## src/rtl/btn_debounce.sv

```systemverilog
// Multi-channel push-button debouncer: 2-flop input synchronizers, tick edge strobe,
// per-channel qualify FSM. Define KEY_REPEAT_EN to enable auto-repeat press pulses while held.
module btn_debounce_ch #(
  parameter int STABLE_TICKS = 4
`ifdef KEY_REPEAT_EN
  , parameter int REPEAT_TICKS = 16
`endif
) (
  input  logic clk_i,
  input  logic rst_ni,
  input  logic tick,
  input  logic btn,
  output logic level,
  output logic press,
  output logic rel
);
  typedef enum logic [1:0] {IDLE, PRESS_WAIT, HELD, RELEASE_WAIT} state_t;

  localparam logic [7:0] STABLE = 8'(STABLE_TICKS);
`ifdef KEY_REPEAT_EN
  localparam logic [7:0] REPEAT = 8'(REPEAT_TICKS);
`endif

  state_t     state, state_nxt;
  logic [7:0] cnt, cnt_nxt, cnt_inc;
  logic       level_nxt, press_nxt, rel_nxt;

  assign cnt_inc = (cnt == 8'hFF) ? cnt : cnt + 8'd1;

  always_ff @(posedge clk_i or negedge rst_ni) begin
    if (!rst_ni) begin
      state <= IDLE;
      cnt   <= '0;
      level <= 1'b0;
      press <= 1'b0;
      rel   <= 1'b0;
    end else begin
      state <= state_nxt;
      cnt   <= cnt_nxt;
      level <= level_nxt;
      press <= press_nxt;
      rel   <= rel_nxt;
    end
  end

  // A level change is checked before the tick, so a coinciding tick is dropped.
  always_comb begin
    state_nxt = state;
    cnt_nxt   = cnt;
    case (state)
      IDLE:
        if (btn) begin
          state_nxt = PRESS_WAIT;
          cnt_nxt   = '0;
        end
      PRESS_WAIT:
        if (!btn) begin
          state_nxt = IDLE;
          cnt_nxt   = '0;
        end else if (tick) begin
          cnt_nxt = cnt_inc;
          if (cnt_inc >= STABLE) begin
            state_nxt = HELD;
            cnt_nxt   = '0;
          end
        end
      HELD:
        if (!btn) begin
          state_nxt = RELEASE_WAIT;
          cnt_nxt   = '0;
        end
`ifdef KEY_REPEAT_EN
        else if (tick) begin
          cnt_nxt = (cnt_inc >= REPEAT) ? 8'd0 : cnt_inc;
        end
`endif
      RELEASE_WAIT:
        if (btn) begin
          state_nxt = HELD;
          cnt_nxt   = '0;
        end else if (tick) begin
          cnt_nxt = cnt_inc;
          if (cnt_inc >= STABLE) begin
            state_nxt = IDLE;
            cnt_nxt   = '0;
          end
        end
      default: begin
        state_nxt = IDLE;
        cnt_nxt   = '0;
      end
    endcase
  end

  always_comb begin
    level_nxt = (state_nxt == HELD) || (state_nxt == RELEASE_WAIT);
    press_nxt = (state == PRESS_WAIT) && btn && tick && (cnt_inc >= STABLE);
`ifdef KEY_REPEAT_EN
    if ((state == HELD) && btn && tick && (cnt_inc >= REPEAT)) press_nxt = 1'b1;
`endif
    rel_nxt   = (state == RELEASE_WAIT) && !btn && tick && (cnt_inc >= STABLE);
  end
endmodule

module btn_debounce #(
  parameter int N_BTN        = 9,
  parameter int STABLE_TICKS = 4,
  parameter int REPEAT_TICKS = 16
) (
  input  logic             clk_i,
  input  logic             rst_ni,
  input  logic             tick_i,
  input  logic [N_BTN-1:0] btn_i,
  output logic [N_BTN-1:0] btn_level_o,
  output logic [N_BTN-1:0] btn_press_o,
  output logic [N_BTN-1:0] btn_release_o
);
  logic [N_BTN-1:0] btn_s1, btn_s2;
  logic             tick_s1, tick_s2, tick_d, tick_stb;

  if (STABLE_TICKS < 1 || STABLE_TICKS > 255 || REPEAT_TICKS < 1 || REPEAT_TICKS > 255) begin : g_bad_param
    $error("btn_debounce: tick parameters must be in 1..255");
  end

  always_ff @(posedge clk_i or negedge rst_ni) begin
    if (!rst_ni) begin
      btn_s1  <= '0;
      btn_s2  <= '0;
      tick_s1 <= 1'b0;
      tick_s2 <= 1'b0;
      tick_d  <= 1'b0;
    end else begin
      btn_s1  <= btn_i;
      btn_s2  <= btn_s1;
      tick_s1 <= tick_i;
      tick_s2 <= tick_s1;
      tick_d  <= tick_s2;
    end
  end

  // Strobe is decoded from flops and lines up with the btn_s2 stage, so tick and
  // button edges entering together reach the FSMs in the same cycle.
  assign tick_stb = tick_s2 & ~tick_d;

  for (genvar g = 0; g < N_BTN; g++) begin : g_ch
    btn_debounce_ch #(
      .STABLE_TICKS(STABLE_TICKS)
`ifdef KEY_REPEAT_EN
      , .REPEAT_TICKS(REPEAT_TICKS)
`endif
    ) u_ch (
      .clk_i (clk_i),
      .rst_ni(rst_ni),
      .tick  (tick_stb),
      .btn   (btn_s2[g]),
      .level (btn_level_o[g]),
      .press (btn_press_o[g]),
      .rel   (btn_release_o[g])
    );
  end
endmodule

```

## config.mk

```make
export PLATFORM = sky130hd
export DESIGN_NAME = btn_debounce
export DESIGN_NICKNAME = d
export VERILOG_FILES = /design/src/rtl/btn_debounce.sv
export SDC_FILE = /design/constraint.sdc
export NUM_CORES = 1
export LEC_CHECK = 0
export CORE_AREA = 4 4 114 116
export DETAILED_ROUTE_END_ITERATION = 7
export DIE_AREA = 0 0 118 120
export SKIP_LAST_GASP = 1
export SYNTH_ARGS = -nofsm -noshare
export SYNTH_HDL_FRONTEND = slang
export SYNTH_SLANG_ARGS = --single-unit
```

## constraint.sdc

```tcl
create_clock -name clk_i -period 2.6 [get_ports clk_i]
set_clock_uncertainty 0.15 [all_clocks]
set_input_delay 0.39 -clock clk_i [delete_from_list [all_inputs] [get_ports clk_i]]
set_output_delay 0.39 -clock clk_i [all_outputs]
set_load 0.01 [all_outputs]
```

Word level (Yosys, flattened, before mapping)
Cells that the tools add are included.

Reductions and logical operators: 90. Order comparisons: 9. Muxes and demuxes: 153. Bitwise gates (word level): 2. Add/sub/neg operators: 9. Eq/ne operators: 72.

Operators by type and width (count): 8-bit 2-to-1 mux (63); 8-bit one-hot mux with 4 select lines (9); 2-bit 2-to-1 mux (72); 8-bit by 1-bit adder with 8-bit output, second input constant (9); 2-bit == test, second input constant (36); 8-bit == test, second input constant (9); 8-bit by 3-bit >= comparator with 1-bit output, second input constant (9); 2-bit one-hot mux with 4 select lines (9); 1-bit logical AND (54); 2-bit != test, second input constant (18); 2-bit by 1-bit == test with 1-bit output, second input constant (9); 2-bit zero test (9); 2-bit AND reduction (9); 1-bit zero test (9); 1-bit logical OR (9); 1-bit AND (1); 1-bit inverter (1).

Bits of input ports: 12. Logic and storage cells: 385. Output and inout port bits: 27. Flip-flop bits (word level): 138.

Depth between registers and ports, before layout
Gate-level depths: netlist of the first run.

Depth after elaboration: 9. Mapped depth: 5. Mapped depth without buffers: 5.

Modules after synthesis
From an unflattened synthesis of the first run, not the netlist that was laid out.

Cells, all modules: 425. Area, all modules: 5343.9 um^2.

By module, submodules not included: btn_debounce_ch (g_ch[0].u_ch ...) (area an instance 535.5 um^2, sequential area each 325.3 um^2, times used 7, cells an instance 45); btn_debounce_ch (g_ch[7].u_ch ...) (area an instance 528.0 um^2, sequential area each 325.3 um^2, times used 2, cells an instance 44); btn_debounce (area an instance 539.3 um^2, sequential area each 525.5 um^2, times used 1, cells an instance 22).

Least setup slack after synthesis of the first run
OpenSTA, ideal clock, no wires.

Path kind: reg2reg. Start: register g_ch[8].u_ch.cnt[3]. End: register g_ch[8].u_ch.level. Setup slack: 0.756 ns. Cell stages (with the launch flop): 4. Setup time: 0.125 ns. Buffers on the path: 0. Arrival: 1.569 ns. Clock period less this slack: 1.844 ns. Required time: 2.325 ns. Cell sequence: dfrtp_1 -> or4_4 -> o311ai_4 -> mux2_4.

Word-level cells in the longest chain between the ends: 9. Elaborated cells between the ends (all ways): 14. Classes of those cells: add/sub: 1; order compare: 1; eq/ne: 3; mux: 8; reduce/logical: 1.

Ends and longest elaborated chain: from (decl) (RTL line 25) `logic [7:0] cnt, cnt_nxt, cnt_inc;`; from (signal assigned) (RTL line 39) `cnt <= cnt_nxt;`; 8-bit by 1-bit adder with 8-bit output / 8-bit == test (equally long branches) (RTL line 28) `assign cnt_inc = (cnt == 8'hFF) ? cnt : cnt + 8'd1;`; 8-bit 2-to-1 mux (*) (RTL line 28); 8-bit by 3-bit >= comparator with 1-bit output (*) (RTL line 62, 83); 2-bit 2-to-1 mux (on tied branches) (RTL line 83, 62); 2-bit 2-to-1 mux (on tied branches) (RTL line 81, 60); 2-bit 2-to-1 mux (on tied branches) (RTL line 78, 57); 2-bit one-hot mux with 4 select lines (*) (RTL line 50) `case (state)`; 2-bit == test (RTL line 96) `level_nxt = (state_nxt == HELD) || (state_nxt == RELEASE_WAIT);`; 1-bit logical OR (*) (RTL line 96); via g_ch[8].u_ch.level_nxt (RTL line 26) `logic level_nxt, press_nxt, rel_nxt;`; to (signal assigned) (RTL line 40) `level <= level_nxt;`; to (decl) (RTL line 13) `output logic level,`.

Mark *: on every way through the listed nets, which the timed path passes. The rest lies on a longest branch. A chain may end at the register's enable or synchronous reset.

Worst setup path after layout of the first run
Start: register tick_d. End: register g_ch[5].u_ch.cnt[0].

Word-level cells in the longest chain between the ends: 5. Elaborated cells between the ends (all ways): 6. Classes of those cells: mux: 4; bitwise: 2.

Ends and longest elaborated chain: from (decl) (RTL line 119) `logic tick_s1, tick_s2, tick_d, tick_stb;`; from (signal assigned) (RTL line 137) `tick_d <= tick_s2;`; 1-bit inverter (*) (RTL line 143) `assign tick_stb = tick_s2 & ~tick_d;`; 1-bit AND (*) (RTL line 143); 8-bit 2-to-1 mux (*); 8-bit 2-to-1 mux (on tied branches); 8-bit one-hot mux with 4 select lines (*); to (signal assigned) (RTL line 39); to (decl) (RTL line 25).

Mark *: on every way between the ends. The rest lies on a longest branch, timed or not.

==> results of run 1 <==
repair_timing:
item                                   4_1_cts  5_1_grt
endpoints found under the hold margin       51        0
gates resized for setup                      0        0
hold buffers                                 1        0
Yosys cell counts, types with 9 or more instances:
| cell | instances | area share (%) |
|---|---|---|
| a21oi_1 | 9 | 0.82 |
| a22o_1 | 9 | 1.4 |
| and2_1 | 58 | 6.6 |
| buf_4 | 27 | 3.7 |
| dfrtp_1 | 138 | 63 |
| ha_1 | 9 | 2.0 |
| mux2_1 | 11 | 2.2 |
| mux2_4 | 10 | 2.7 |
| nand3_1 | 18 | 1.6 |
| nor2_1 | 10 | 0.68 |
| nor3b_1 | 18 | 2.5 |
| o21ai_0 | 10 | 0.91 |
| xor2_1 | 9 | 1.4 |
critical path: cells and delay by family (launching register included):
family,cells,cell delay [ns]
flops,1,0.38
simple gates,2,0.60
mux,1,0.40
compound gates,1,0.28
how the worst min path moves through the flow:
stage	start	to	slack (ns)
2_1_floorplan	rst_ni	btn_s1[0]	-0.06
3_3_place_gp	btn_s1[0]	btn_s2[0]	0.18
3_5_place_dp	tick_s1	tick_s2	0.19
4_1_cts	tick_s1	tick_s2	0.20
5_1_grt	btn_s1[0]	btn_s2[0]	0.20
6_report	tick_s1	tick_s2	0.20
metrics by stage:
step           area (um^2)  total power [uW]  setup WS [ns]  utilization, %
6_report              6499              4702         0.6634           54.56
5_1_grt               6499              4908         0.5326           54.56
4_1_cts               6499              4787         0.6295           54.56
3_5_place_dp          5897              2399         0.6479           49.51
3_3_place_gp          5897              2393         0.6420           49.51
2_1_floorplan         5514              2311         0.7557               -
cell type report:
cell class	count	area (um^2)	area share [%]
clock inverters	8	90.09	1.386
well taps	147	183.9	2.830
repair buffers	42	426.7	6.565
flip-flops and latches	138	3453	53.14
multi-input cells	224	1843	28.36
clock buffers	24	501.7	7.720
cells in the final DEF (no fill, tap or decap), drive strengths merged:
| cell | synthesis | routed |
|---|---|---|
| and2 | 64 | 64 |
| a21boi | 8 | 8 |
| buf | 28 | 4 |
| nor3 | 2 | 2 |
| nor2 | 10 | 10 |
| or4 | 8 | 8 |
| dlygate4sd3 | 0 | 1 |
| nand4 | 1 | 1 |
| o21ai | 10 | 10 |
| nand2b | 1 | 1 |
| nand3 | 18 | 18 |
| dfrtp | 138 | 138 |
| mux2 | 27 | 27 |
| clkdlybuf4s50 | 0 | 37 |
| nor3b | 18 | 18 |
| a22o | 9 | 9 |
| nor4 | 8 | 8 |
| o311ai | 8 | 8 |
| nand2 | 2 | 2 |
| ha | 9 | 9 |
| a21oi | 9 | 9 |
| and2b | 1 | 1 |
| clkbuf | 1 | 24 |
| clkinv | 0 | 6 |
| bufinv | 0 | 2 |
| and3b | 1 | 1 |
| o211ai | 1 | 1 |
| xor2 | 9 | 9 |
flip-flops by register name (all words and copies together) (netlist names):
signal and count:
g_ch.u_ch.rel 9, g_ch.u_ch.state 18, btn_s2 9, g_ch.u_ch.cnt 72
tick_d 1, tick_s1 1, g_ch.u_ch.press 9, btn_s1 9
g_ch.u_ch.level 9, tick_s2 1
power breakdown:
part | total, uW | switching [uW] | internal [uW]
registers | 2220 | 31.0 | 2180
logic | 143 | 92.2 | 50.5
clock network | 2340 | 816 | 1530
total | 4700 | 939 | 3760
metal layers:
metal | vias up | wire, um | share of wire [%]
li1 | 1414 | - | -
met1 | 1447 | 3864 | 48
met2 | 36 | 3770 | 47
met3 | 8 | 263 | 3.3
met4 | 0 | 106 | 1.3
met5 | - | 0 | 0
logic make-up (layout without fill, tap and decap cells):
group | count (synthesis) | after routing | share of synthesized area (%)
DFF | 138 | 138 | 62.63
and+or+nand+nor | 134 | 134 | 15.57
AOI/OAI and AO/OA | 45 | 45 | 8.192
buffers and inverters | 29 | 74 | 3.948
muxes | 27 | 27 | 6.195
adders and majority gates | 9 | 9 | 2.042
xor gates and xnor gates | 9 | 9 | 1.430
==> flow_metrics.env, run 1 <==
export IMPL_status="finished clean"
export IMPL_synth_main_ff_cell="dfrtp_1"
export IMPL_drive_gt1_share_pct=16.74
export IMPL_tightest_slew_ns=0.7226
export IMPL_drt_iter0_drc=216
export IMPL_rsz0062_at_grt="false"
export IMPL_synth_cells=391
export IMPL_rows=40
export IMPL_dieArea_um2=14160
export IMPL_remaining_drc_errors=0
export IMPL_postSynthAreaPerCell_um2=14.10
export IMPL_htree_levels=4
export IMPL_n_fill_cell=997
export IMPL_worst_path_largest_cell_delay_ns=0.41
export IMPL_p_per_area_nw_per_um2=723.5
export IMPL_finalCritPeriodShare_pct=74.48
export IMPL_max_slew_margin_pct=51.32
export IMPL_port_buffers=38
export IMPL_vias=2905
export IMPL_hold_viol_final=0
export IMPL_fin_cells=583
export IMPL_firstDrtPassIters=5
export IMPL_post_cts_buffers=0
export IMPL_synth_area_um2=5514
export IMPL_nets=444
export IMPL_wire_per_inst_um=13.73
export IMPL_grtUsageMet3_pct=4.524
export IMPL_use_met2_pct=19.26
export IMPL_crit_slowest_cell="nand2b_1"
export IMPL_leakage_uw=0.003075
export IMPL_setup_tns_ns=0
export IMPL_rr_startpoint="tick_d"
export IMPL_fmax_mhz=516.4
export IMPL_slew_viol_final=0
export IMPL_cts_sinks=138
export IMPL_crit_path_start_kind="register"
export IMPL_die_width_um=118
export IMPL_ys_ff_latch=138
export IMPL_cp_max_fo=9
export IMPL_endpoint="g_ch[5].u_ch.cnt[0]"
export IMPL_hpwl_mm=5.038
export IMPL_worstPathCellList="nand2b_1, nand3_1, o21ai_0, mux2_1"
export IMPL_vias_per_cell=4.983
export IMPL_setup_viol=0
export IMPL_end_kind="register"
export IMPL_numCtsBuffers=17
export IMPL_pin_count=39
export IMPL_grt_first_pass_wirelength_mm=14.26
export IMPL_antenna_found_initial=0
export IMPL_period_minus_slack_ns=1.937
export IMPL_overflow=0
export IMPL_critPathArrivalTime_ns=2.07
export IMPL_grt_usage_pct=12.69
export IMPL_start_util_pct=46.29
export IMPL_grt_busiest_layer="met2"
export IMPL_path_clk_slew_ns=0.05
export IMPL_required_ns=2.74
export IMPL_reg2reg_to="g_ch[5].u_ch.cnt[0]"
export IMPL_critPathKind="register to register"
export IMPL_syn_num_nets=412
export IMPL_grt_pass1_vias=2968
export IMPL_worstRegToRegCells=4
export IMPL_die_height_um=120
export IMPL_clk_latency_ns=0.41
export IMPL_antennaDiodeCount=0
export IMPL_root_buffer="clkbuf_16"
export IMPL_cts_tree="built"
export IMPL_synth_edf_count=0
export IMPL_area_growth_pct=17.86
export IMPL_drv_cap=0
export IMPL_hold_class="register to register"
export IMPL_ir_drop_v=0.0003252
export IMPL_startpoint="tick_d"
export IMPL_ctsLongestPathBuffers=2
export IMPL_yosysWarningCount=0
export IMPL_whs_path_depth=0
export IMPL_ys_types=28
export IMPL_placedCellCount=550
export IMPL_core_um2=11910
export IMPL_gp_congestion=0.6948
export IMPL_hold_slack_ns=0.1956
export IMPL_routed_wl_mm=8.003
export IMPL_grt_max_degree=58
export IMPL_ant_nets=0
export IMPL_ys_seq_area_share_pct=62.63
export IMPL_use_met1_pct=16.13
export IMPL_async_flop_share_pct=100.0
export IMPL_r2r_slack_ns=0.66
Note: power is estimated with default switching activity, not from simulation.
==> inputs of run 2 (changes only) <==
clock period = 2 ns   (was 2.6 ns; I/O delays follow)
==> flow_metrics.env, run 2 (same netlist as run 1, synthesis figures left out) <==
export IMPL_status="finished clean"
export IMPL_area_growth_pct=19.65
export IMPL_vias=2925
export IMPL_ir_drop_v=0.0004485
export IMPL_post_cts_buffers=0
export IMPL_antennaDiodeCount=0
export IMPL_antenna_found_initial=0
export IMPL_cts_tree="built"
export IMPL_start_util_pct=46.29
export IMPL_nets=447
export IMPL_leakage_uw=0.003099
export IMPL_grt_usage_pct=13.27
export IMPL_vias_per_cell=4.991
export IMPL_core_um2=11910
export IMPL_top_register="g_ch.u_ch.cnt"
export IMPL_dieArea_um2=14160
export IMPL_hold_class="input port to register"
export IMPL_use_met2_pct=20.63
export IMPL_finalCritPeriodShare_pct=96.77
export IMPL_clk_latency_ns=0.42
export IMPL_rows=40
export IMPL_path_clk_slew_ns=0.06
export IMPL_remaining_drc_errors=0
export IMPL_mostFrequentLayoutCells="138 x dfrtp_1, 58 x and2_1, 37 x clkdlybuf4s50_1"
export IMPL_rr_startpoint="g_ch[8].u_ch.cnt[3]"
export IMPL_hp_start="btn_i[8]"
export IMPL_tightest_slew_ns=0.6963
export IMPL_die_width_um=118
export IMPL_grt_busiest_layer="met2"
export IMPL_numCtsBuffers=17
export IMPL_cp_max_fo=5
export IMPL_hold_viol_final=0
export IMPL_worstPathCellList="or4_4, o311ai_4, mux2_4"
export IMPL_setup_tns_ns=0
export IMPL_overflow=0
export IMPL_ctsLongestPathBuffers=2
export IMPL_largest_reg_flops=72
export IMPL_grt_max_degree=49
export IMPL_grt_first_pass_wirelength_mm=14.79
export IMPL_startpoint="g_ch[8].u_ch.cnt[3]"
export IMPL_drive_gt1_share_pct=17.77
export IMPL_gp_congestion=0.7299
export IMPL_grt_pass1_vias=3130
export IMPL_grtUsageMet3_pct=4.241
export IMPL_end_kind="register"
export IMPL_fmax_mhz=516.7
export IMPL_required_ns=2.15
export IMPL_cts_sinks=138
export IMPL_root_buffer="clkbuf_16"
export IMPL_slew_viol_final=0
export IMPL_place_area_um2=5957
export IMPL_crit_path_start_kind="register"
export IMPL_worst_path_largest_cell_delay_ns=0.55
export IMPL_ant_nets=0
export IMPL_pin_count=39
export IMPL_routed_wl_mm=8.187
export IMPL_drt_iter0_drc=112
export IMPL_crit_family="simple AND/OR/NAND/NOR gates"
export IMPL_final_cell_area_um2=6598
export IMPL_p_per_area_nw_per_um2=959.8
export IMPL_htree_levels=4
export IMPL_critPathArrivalTime_ns=2.08
export IMPL_max_slew_margin_pct=53.09
export IMPL_path_buf_inv=0
export IMPL_setup_viol=0
export IMPL_placedCellCount=553
export IMPL_firstDrtPassIters=4
export IMPL_port_buffers=38
export IMPL_rsz0062_at_grt="false"
export IMPL_wire_per_inst_um=13.97
export IMPL_hpwl_mm=5.308
export IMPL_layout_commonest_cell="dfrtp_1"
export IMPL_critPathKind="register to register"
export IMPL_use_met1_pct=16.25
export IMPL_die_height_um=120
export IMPL_period_minus_slack_ns=1.935
export IMPL_reg_top3="g_ch.u_ch.cnt x72, g_ch.u_ch.state x18"
export IMPL_drv_cap=0
export IMPL_fin_cells=586
export IMPL_crit_slowest_cell="or4_4"
[run 2: repair_timing]
action | in CTS | in global routing
setup endpoints to repair | 0 | 1
hold endpoints to repair | 44 | 0
hold buffers | 1 | 0
gates resized for setup | 0 | 1
[run 2: worst paths after layout]
path	end	slack [ns]	cells past startpoint
setup / recovery	g_ch[8].u_ch.level	0.06	3
hold / removal	btn_s1[8]	0.17	1
setup reg to reg	g_ch[8].u_ch.level	0.06	3
hold reg to reg	btn_s2[6]	0.20	0
max in group asynchronous	btn_s1[6]	0.85	3
min in group asynchronous	g_ch[7].u_ch.level	0.22	2
[run 2: power by group]
| group | internal [uW] | switching (uW) |
|---|---|---|
| logic | 78.3 | 122 |
| clock network | 2070 | 1180 |
| registers | 2840 | 40.6 |
| total | 4990 | 1350 |
[run 2: final cells by class]
type | instances | area (um^2)
fillers | 973 | 5314
flip-flops and latches | 138 | 3453
multi-input cells | 224 | 1843
repair buffers | 45 | 486.7
clock buffers | 20 | 466.7
well taps | 147 | 183.9
clock inverters | 12 | 163.9
[run 2: stage by stage]
step / util [%] / hold WS [ns] / setup slack [ns] / power (uW)
global route: 55.39 / 0.1514 / 0.005256 / 6575
detailed placement: 50.01 / 0.1111 / 0.07499 / 3134
global placement: 50.01 / 0.1048 / 0.1266 / 3126
CTS: 55.39 / 0.1520 / 0.05971 / 6419
finish: 55.39 / 0.1693 / 0.06459 / 6332
floorplan: - / -0.1456 / 0.1557 / 3004
[run 2: routing by layer]
metal  wire, um  vias up
met4        233        0
li1           -     1432
met2       3827       36
met3        293       19
met5          0        -
met1       3832     1438
[run 2: worst register-to-register path: stages, from the launching register on]
cell      delay (ns)
dfrtp_1         0.37
or4_4           0.55
o311ai_4        0.40
mux2_4          0.34
